`src/rtl/dsp_addsub_seq.sv`:
```
// Multi-cycle wide add/subtract: 32-bit slices LSB-first through one DSP-style adder, carry chained.
// Optional macro DSP_ADDSUB_SATURATE_EN clamps the result on signed overflow.

// Stands in for the MAC16 in 32-bit adder mode with all registers bypassed.
module dsp_addsub_seq_add32 (
    input  logic [31:0] i_a,
    input  logic [31:0] i_b,
    input  logic        i_ci,
    output logic [31:0] o_s,
    output logic        o_co
);
    assign {o_co, o_s} = {1'b0, i_a} + {1'b0, i_b} + {32'b0, i_ci};
endmodule

module dsp_addsub_seq #(
    parameter int WIDTH = 64
) (
    input  logic             i_clk,
    input  logic             i_rst_n,
    input  logic             i_start,
    input  logic             i_op,
    input  logic [WIDTH-1:0] i_a,
    input  logic [WIDTH-1:0] i_b,
    output logic             o_busy,
    output logic             o_done,
    output logic [WIDTH-1:0] o_result,
    output logic             o_carry_out,
    output logic             o_overflow
);
    localparam int SLICES = WIDTH / 32;
    localparam int IDXW   = (SLICES > 1) ? $clog2(SLICES) : 1;
    localparam logic [IDXW-1:0] LAST = IDXW'(SLICES - 1);

    generate
        if ((WIDTH % 32) != 0 || WIDTH < 32) begin : g_bad_width
            $error("dsp_addsub_seq: WIDTH must be a multiple of 32 and >= 32");
        end
    endgenerate

    typedef enum logic {IDLE, RUN} state_t;

    state_t            r_state, w_next;
    logic [WIDTH-1:0]  r_a, r_b, r_result;
    logic              r_op, r_carry, r_done, r_cout, r_ovf;
    logic [IDXW-1:0]   r_idx;

    logic [31:0]       w_a_sl, w_b_sl, w_sum;
    logic              w_co, w_last, w_ovf;

    always_comb begin
        w_a_sl = '0;
        w_b_sl = '0;
        for (int k = 0; k < SLICES; k++) begin
            if (r_idx == IDXW'(k)) begin
                w_a_sl = r_a[32*k +: 32];
                w_b_sl = r_b[32*k +: 32];
            end
        end
    end

    // Subtraction is a + ~b + 1: the +1 enters as the initial carry.
    dsp_addsub_seq_add32 u_add (
        .i_a  (w_a_sl),
        .i_b  (r_op ? ~w_b_sl : w_b_sl),
        .i_ci (r_carry),
        .o_s  (w_sum),
        .o_co (w_co)
    );

    assign w_last = (r_idx == LAST);
    assign w_ovf  = (r_a[WIDTH-1] == (r_b[WIDTH-1] ^ r_op)) && (w_sum[31] != r_a[WIDTH-1]);

    always_ff @(posedge i_clk or negedge i_rst_n) begin
        if (!i_rst_n) r_state <= IDLE;
        else          r_state <= w_next;
    end

    always_comb begin
        w_next = r_state;
        case (r_state)
            IDLE: if (i_start) w_next = RUN;
            RUN:  if (w_last)  w_next = IDLE;
            default: w_next = IDLE;
        endcase
    end

    always_ff @(posedge i_clk or negedge i_rst_n) begin
        if (!i_rst_n) begin
            r_a      <= '0;
            r_b      <= '0;
            r_op     <= 1'b0;
            r_idx    <= '0;
            r_carry  <= 1'b0;
            r_result <= '0;
            r_cout   <= 1'b0;
            r_ovf    <= 1'b0;
            r_done   <= 1'b0;
        end else begin
            r_done <= 1'b0;
            if (r_state == IDLE) begin
                if (i_start) begin
                    r_a     <= i_a;
                    r_b     <= i_b;
                    r_op    <= i_op;
                    r_idx   <= '0;
                    r_carry <= i_op;
                end
            end else begin
                r_carry <= w_co;
                r_idx   <= r_idx + 1'b1;
                for (int k = 0; k < SLICES; k++) begin
                    if (r_idx == IDXW'(k)) r_result[32*k +: 32] <= w_sum;
                end
                if (w_last) begin
                    r_cout <= w_co;
                    r_ovf  <= w_ovf;
                    r_done <= 1'b1;
`ifdef DSP_ADDSUB_SATURATE_EN
                    if (w_ovf)
                        r_result <= r_a[WIDTH-1] ? {1'b1, {(WIDTH-1){1'b0}}}
                                                 : {1'b0, {(WIDTH-1){1'b1}}};
`endif
                end
            end
        end
    end

    assign o_busy      = (r_state == RUN);
    assign o_done      = r_done;
    assign o_result    = r_result;
    assign o_carry_out = r_cout;
    assign o_overflow  = r_ovf;
endmodule

```
`config.mk`:
```
export PLATFORM = sky130hd
export DESIGN_NAME = dsp_addsub_seq
export DESIGN_NICKNAME = d
export VERILOG_FILES = /design/src/rtl/dsp_addsub_seq.sv
export SDC_FILE = /design/constraint.sdc
export NUM_CORES = 1
export LEC_CHECK = 0
export ABC_CLOCK_PERIOD_IN_PS = 4400
export CAP_MARGIN = 40
export CORE_MARGIN = 3
export CORE_UTILIZATION = 40
export CTS_CLUSTER_DIAMETER = 150
export DETAILED_ROUTE_END_ITERATION = 6
export PLACE_DENSITY = 0.73
export SETUP_SLACK_MARGIN = 0.5
export SLEW_MARGIN = 10
export SYNTH_ARGS = -nofsm -noshare
export SYNTH_HDL_FRONTEND = slang
export SYNTH_SLANG_ARGS = --single-unit
```
`constraint.sdc`:
```
create_clock -name i_clk -period 4.4 [get_ports i_clk]
set_input_delay 0.88 -clock i_clk [delete_from_list [all_inputs] [get_ports i_clk]]
set_output_delay 0.88 -clock i_clk [all_outputs]
set_load 0.02 [all_outputs]
```
==> results of run 1 <==
[final timing paths]
kind                                     startpoint                  endpoint  slack (ns)  depth (start not counted)
max in group asynchronous                   i_rst_n         r_idx$_DFFE_PN0P_        3.38                          2
min reg2reg                o_result[51]$_DFFE_PN0P_  o_result[51]$_DFFE_PN0P_        0.48                          2
max                               r_idx$_DFFE_PN0P_       r_carry$_DFFE_PN0P_        0.80                         14
max reg2reg                       r_idx$_DFFE_PN0P_       r_carry$_DFFE_PN0P_        0.80                         14
min in group i_clk         o_result[51]$_DFFE_PN0P_  o_result[51]$_DFFE_PN0P_        0.48                          2
min                                         i_rst_n  o_result[40]$_DFFE_PN0P_        0.26                          1
[registers in the layout, summed over array words and instances (netlist names)]
name / flops
o_busy: 1
r_op: 1
o_carry_out: 1
o_overflow: 1
r_carry: 1
o_done: 1
r_a: 64
o_result: 64
r_b: 64
r_idx: 1
[through the flow]
stage	instance area [sq um]	hold WS [ns]	instances	setup WS, ns
detailed placement	12400	0.469	1350	0.578
floorplan	10000	0.475	861	0.634
global placement	12400	0.460	1349	0.611
CTS	13000	0.253	1382	0.543
global route	13000	0.247	1387	0.539
finish	13000	0.265	1389	0.802
[cells by family after synthesis]
kind of cell	count (synthesis)
AOI/OAI and AO/OA	155
adders and majority gates	33
muxes	198
buffers and inverters	56
xor gates and xnor gates	61
and+or+nand+nor	159
DFF	199
[worst max-delay path: stages, from the launching register on]
cell	delay, ns
dfrtp_4	0.53
mux2i_1	0.21
xor2_1	0.21
fa_1	0.22
inv_1	0.06
fa_1	0.40
a21oi_1	0.25
o221a_4	0.26
a211oi_2	0.09
a211oi_2	0.45
o31ai_4	0.16
nand3_2	0.10
a21oi_2	0.07
a211oi_1	0.34
a21oi_1	0.11
[repair_timing]
item	in CTS	in global routing
setup endpoints to repair	0	20
gates resized for setup	0	1
hold buffers	0	0
buffers inserted	0	5
[layer usage]
metal / GRT usage [%] / share of wire [%] / vias up
li1: - / - / 3425
met1: 27.4 / 48 / 3501
met2: 28.5 / 46 / 205
met3: 3.10 / 4.5 / 20
met4: 5.19 / 1.5 / 0
met5: 0 / 0 / -
[cell type report]
type                       count  area, sq um
antenna                        2         5.00
clock buffer                  20          467
clock inverter                12         91.3
fill                        2083        11400
inverter                      11         41.3
multi-input combinational    606         4850
sequential                   199         4980
tap                          324          405
timing repair buffer         215         2170
[cell usage after synthesis, types with 2 or more instances]
cell type	n
a211o_1	3
inv_1	10
o31ai_1	2
fa_1	2
a21oi_2	3
and4_1	2
o21a_1	2
o21bai_1	3
nor2b_1	4
o21ai_1	2
nand2b_1	5
dfrtp_1	199
a211oi_2	3
a21oi_1	35
nand4b_1	2
or2_2	2
a21o_1	12
nand2_1	93
o311ai_0	2
nor2_1	20
nor3b_1	2
mux2_2	161
nand3_1	10
xor2_1	18
a31oi_1	3
ha_1	31
o211ai_1	2
xnor2_1	43
o21ai_0	69
buf_1	4
and3_1	4
nand4_1	4
a211oi_1	4
nor3_1	4
clkbuf_1	40
mux2i_1	37
==> impl_metrics.env, run 1 <==
export IMPL_status="finished clean"
export IMPL_ys_warn_count=0
export IMPL_antenna_found_initial=0
export IMPL_synth_edff_count=0
export IMPL_ant_nets=0
export IMPL_synth_seq_area_share_pct=49.7
export IMPL_wl_um=24800
export IMPL_clkTransAtPathRegs_ns=0.07
export IMPL_clock_skew_final_ns=0.0179
export IMPL_synth_compound_area_share_pct=9.72
export IMPL_drt_pass1_iter_count=5
export IMPL_finalHoldViolations=0
export IMPL_netlist_instances=861
export IMPL_place_congestion=0.873
export IMPL_track_usage_pct=18.7
export IMPL_die_area_sq_mm=0.0270
export IMPL_drc=0
export IMPL_cts_max_level=4
export IMPL_yosys_area_share_simple_pct=7.16
export IMPL_dp_hpwl_um=18900
export IMPL_layout_commonest_cell="clkdlybuf4s50_1"
export IMPL_vias_per_cell=5.15
export IMPL_hp_class="primary input to asynchronous set/reset pin"
export IMPL_synth_area_sq_mm=0.0100
export IMPL_rsz0062_at_grt="no"
export IMPL_drtIter0Drc=533
export IMPL_clock_latency_ns=0.44
export IMPL_yosys_area_top_type="dfrtp_1"
export IMPL_ioPinCount=200
export IMPL_period_share_pct=81.8
export IMPL_ys_seq_elements=199
export IMPL_path_class="register to register"
export IMPL_synth_xor_xnor_area_share_pct=5.33
export IMPL_slew_violations=0
export IMPL_synth_top_family_by_area="multiplexers"
export IMPL_cts_tree="built"
export IMPL_cts_max_path_buffers=2
export IMPL_port_buffers=199
export IMPL_synthesis_nets=1026
export IMPL_synthMuxAreaShare_pct=21.8
export IMPL_maxCapViolCount=0
export IMPL_numCtsBuffers=17
export IMPL_num_vias=7151
export IMPL_cp_required_ns=4.70
export IMPL_final_setup_viol_count=0
export IMPL_grt_pass1_vias=7216
export IMPL_finalCriticalPeriod_ns=3.60
export IMPL_startpoint_type="register"
export IMPL_cp_end_kind="register"
export IMPL_yosys_most_used_dff="dfrtp_1"
export IMPL_async_reset_ff_share_pct=100
export IMPL_grt_max_degree=102
export IMPL_cts_root_buf="clkbuf_16"
export IMPL_fin_tns_setup_ns=0
export IMPL_die_height_um=164
export IMPL_grt_pass1_wl_um=38900
export IMPL_cp_max_fo=9
export IMPL_clock_fmax_mhz=278
export IMPL_coreArea_sq_mm=0.0245
export IMPL_final_util_pct=53.2
export IMPL_synth_fa_ha_area_share_pct=4.27
export IMPL_grt_overflow_total=0
export IMPL_drive_gt1_share_pct=21.5
export IMPL_cts_sinks=199
export IMPL_areaGrowthSynthToFinish_pct=29.8
export IMPL_final_cell_mix="clkdlybuf4s50_1, dfrtp_1, mux2_2, nand2_1, o21ai_0"
export IMPL_start_util_pct=41.0
export IMPL_final_nets=1215
export IMPL_worst_slew_pin_slew_ns=0.647
export IMPL_syn_avg_cell_area_sq_um=11.6
export IMPL_arrival_ns=3.90
export IMPL_rows=57
export IMPL_wl_per_cell_um=17.9
export IMPL_maxSlewHeadroom_pct=56.9
export IMPL_die_w_um=164
export IMPL_synth_area_top_cells="dfrtp_1, mux2_2, ha_1"
export IMPL_ys_types=55
export IMPL_netlist_area_leader_share_pct=49.7
Power of run 1 is left out: the tool's default activity adds up to more than one toggle a clock period on the data nets, which glitch-free logic cannot reach.
==> run 2, diff against run 1 <==
Settings changed: ABC_CLOCK_PERIOD_IN_PS 4400 to 3400.
Clock period 4.4 ns to 3.4 ns, I/O delays scaled along.
==> run 2 against run 1 <==
Non-clock buffer count is 55 higher. Die area stayed put. Cell count is 3.8% higher. Wire length is 5.1% higher. Setup slack worse by 0.77 ns. Critical path type unchanged. Highest routed layer is now met5.
==> impl_metrics.env, run 2 (synthesis gave the netlist of run 1 again) <==
export IMPL_status="finished clean"
export IMPL_areaGrowthSynthToFinish_pct=42.5
export IMPL_worst_slew_pin_slew_ns=0.624
export IMPL_ant_nets=0
export IMPL_arrival_ns=3.74
export IMPL_placed_area_sq_mm=0.0127
export IMPL_fin_area_sq_mm=0.0143
export IMPL_cts_sinks=199
export IMPL_clock_fmax_mhz=297
export IMPL_num_fill_cells=1935
export IMPL_wl_per_cell_um=18.1
export IMPL_reg2reg_slack_ns=0.03
export IMPL_maxCapViolCount=0
export IMPL_wl_um=26100
export IMPL_cp_max_fo=8
export IMPL_rows=57
export IMPL_startpoint_type="register"
export IMPL_worst_r2r_path_depth=16
export IMPL_cts_max_path_buffers=2
export IMPL_hp_class="primary input to asynchronous set/reset pin"
export IMPL_period_share_pct=99.2
export IMPL_fin_tns_setup_ns=0
export IMPL_port_buffers=199
export IMPL_final_nets=1270
export IMPL_cts_root_buf="clkbuf_16"
export IMPL_dp_hpwl_um=18800
export IMPL_clkTransAtPathRegs_ns=0.07
export IMPL_slew_violations=0
export IMPL_antenna_found_initial=2
export IMPL_vias_per_cell=5.15
export IMPL_die_area_sq_mm=0.0270
export IMPL_layout_commonest_cell="clkdlybuf4s50_1"
export IMPL_path_class="register to register"
export IMPL_drt_pass1_iter_count=5
export IMPL_cts_max_level=4
export IMPL_numCtsBuffers=17
export IMPL_hold_buffers=0
export IMPL_coreArea_sq_mm=0.0245
export IMPL_drc=0
export IMPL_final_cell_mix="clkdlybuf4s50_1, dfrtp_1, mux2_2, nand2_1, buf_4"
export IMPL_rr_endpoint="o_overflow$_DFFE_PN0P_"
export IMPL_grt_overflow_total=0
export IMPL_track_usage_pct=19.2
export IMPL_antenna_cells=0
export IMPL_maxSlewHeadroom_pct=58.4
export IMPL_drive_gt1_share_pct=32.9
export IMPL_setup_slack_ns=0.0285
export IMPL_die_height_um=164
export IMPL_rsz0062_at_grt="yes"
export IMPL_place_congestion=0.883
export IMPL_final_setup_viol_count=0
export IMPL_dp_slack_ns=0.0662
export IMPL_drtIter0Drc=391
export IMPL_cp_required_ns=3.77
export IMPL_num_vias=7424
export IMPL_clock_skew_final_ns=0.0159
export IMPL_start_util_pct=41.0
export IMPL_grt_max_degree=75
export IMPL_grt_pass1_vias=7740
export IMPL_cp_end_kind="register"
export IMPL_finalCriticalPeriod_ns=3.37
export IMPL_grt_pass1_wl_um=40600
export IMPL_finalHoldViolations=0
export IMPL_ioPinCount=200
export IMPL_die_w_um=164
export IMPL_r2r_start="r_idx$_DFFE_PN0P_"
export IMPL_cts_tree="built"
export IMPL_clock_latency_ns=0.43
run 2: stage by stage:
step	utilization, %	hold slack, ns	cells
5_1_grt	58.4	0.279	1442
3_3_place_gp	51.8	0.461	1370
3_5_place_dp	51.8	0.467	1370
6_report	58.4	0.259	1442
4_1_cts	56.2	0.276	1424
2_1_floorplan	-	0.384	861
run 2: repair_timing:
item	in CTS	in global routing
buffers inserted	21	18
endpoints found under the setup margin	43	49
pin swaps	36	24
cloned	1	0
gates resized for setup	53	84
run 2: routing by layer:
layer / global-route usage (%) / vias up / share of wire (%)
li1: - / 3523 / -
met1: 25.6 / 3670 / 44
met2: 31.5 / 197 / 49
met3: 4.44 / 30 / 5.6
met4: 5.15 / 4 / 1.7
met5: 0 / - / 0.12
run 2: how the worst max path moves through the flow:
stage | depth (start not counted) | startpoint | to | slack (ns)
global route | 14 | r_idx$_DFFE_PN0P_ | o_result[24]$_DFFE_PN0P_ | -0.11
CTS | 15 | r_idx$_DFFE_PN0P_ | o_result[26]$_DFFE_PN0P_ | 0.09
finish | 16 | r_idx$_DFFE_PN0P_ | o_overflow$_DFFE_PN0P_ | 0.03
detailed placement | 14 | r_idx$_DFFE_PN0P_ | o_result[56]$_DFFE_PN0P_ | 0.07
floorplan | 16 | r_idx$_DFFE_PN0P_ | o_result[24]$_DFFE_PN0P_ | 0.26
global placement | 12 | r_idx$_DFFE_PN0P_ | o_result[30]$_DFFE_PN0P_ | 0.13
run 2: worst max-delay path: stages, from the launching register on:
cell and delay, ns:
dfrtp_4 0.52, buf_16 0.17, buf_12 0.13, buf_12 0.13
buf_4 0.17, mux2_2 0.30, ha_4 0.22, a21oi_2 0.21
buf_4 0.15, nor3_1 0.04, a211o_1 0.30, a21oi_1 0.14
o21ai_1 0.11, a31oi_4 0.20, buf_6 0.13, mux2_4 0.28
nand3_1 0.07
run 2: area by class of cell:
cell class | count | area, sq um | share of cell area (%)
timing repair buffer | 270 | 2730 | 19.1
clock inverter | 11 | 170 | 1.19
multi-input combinational | 606 | 5510 | 38.6
tap | 324 | 405 | 2.84
sequential | 199 | 4980 | 34.9
clock buffer | 21 | 450 | 3.15
inverter | 11 | 41.3 | 0.289
Power of run 2 is left out for the same reason.
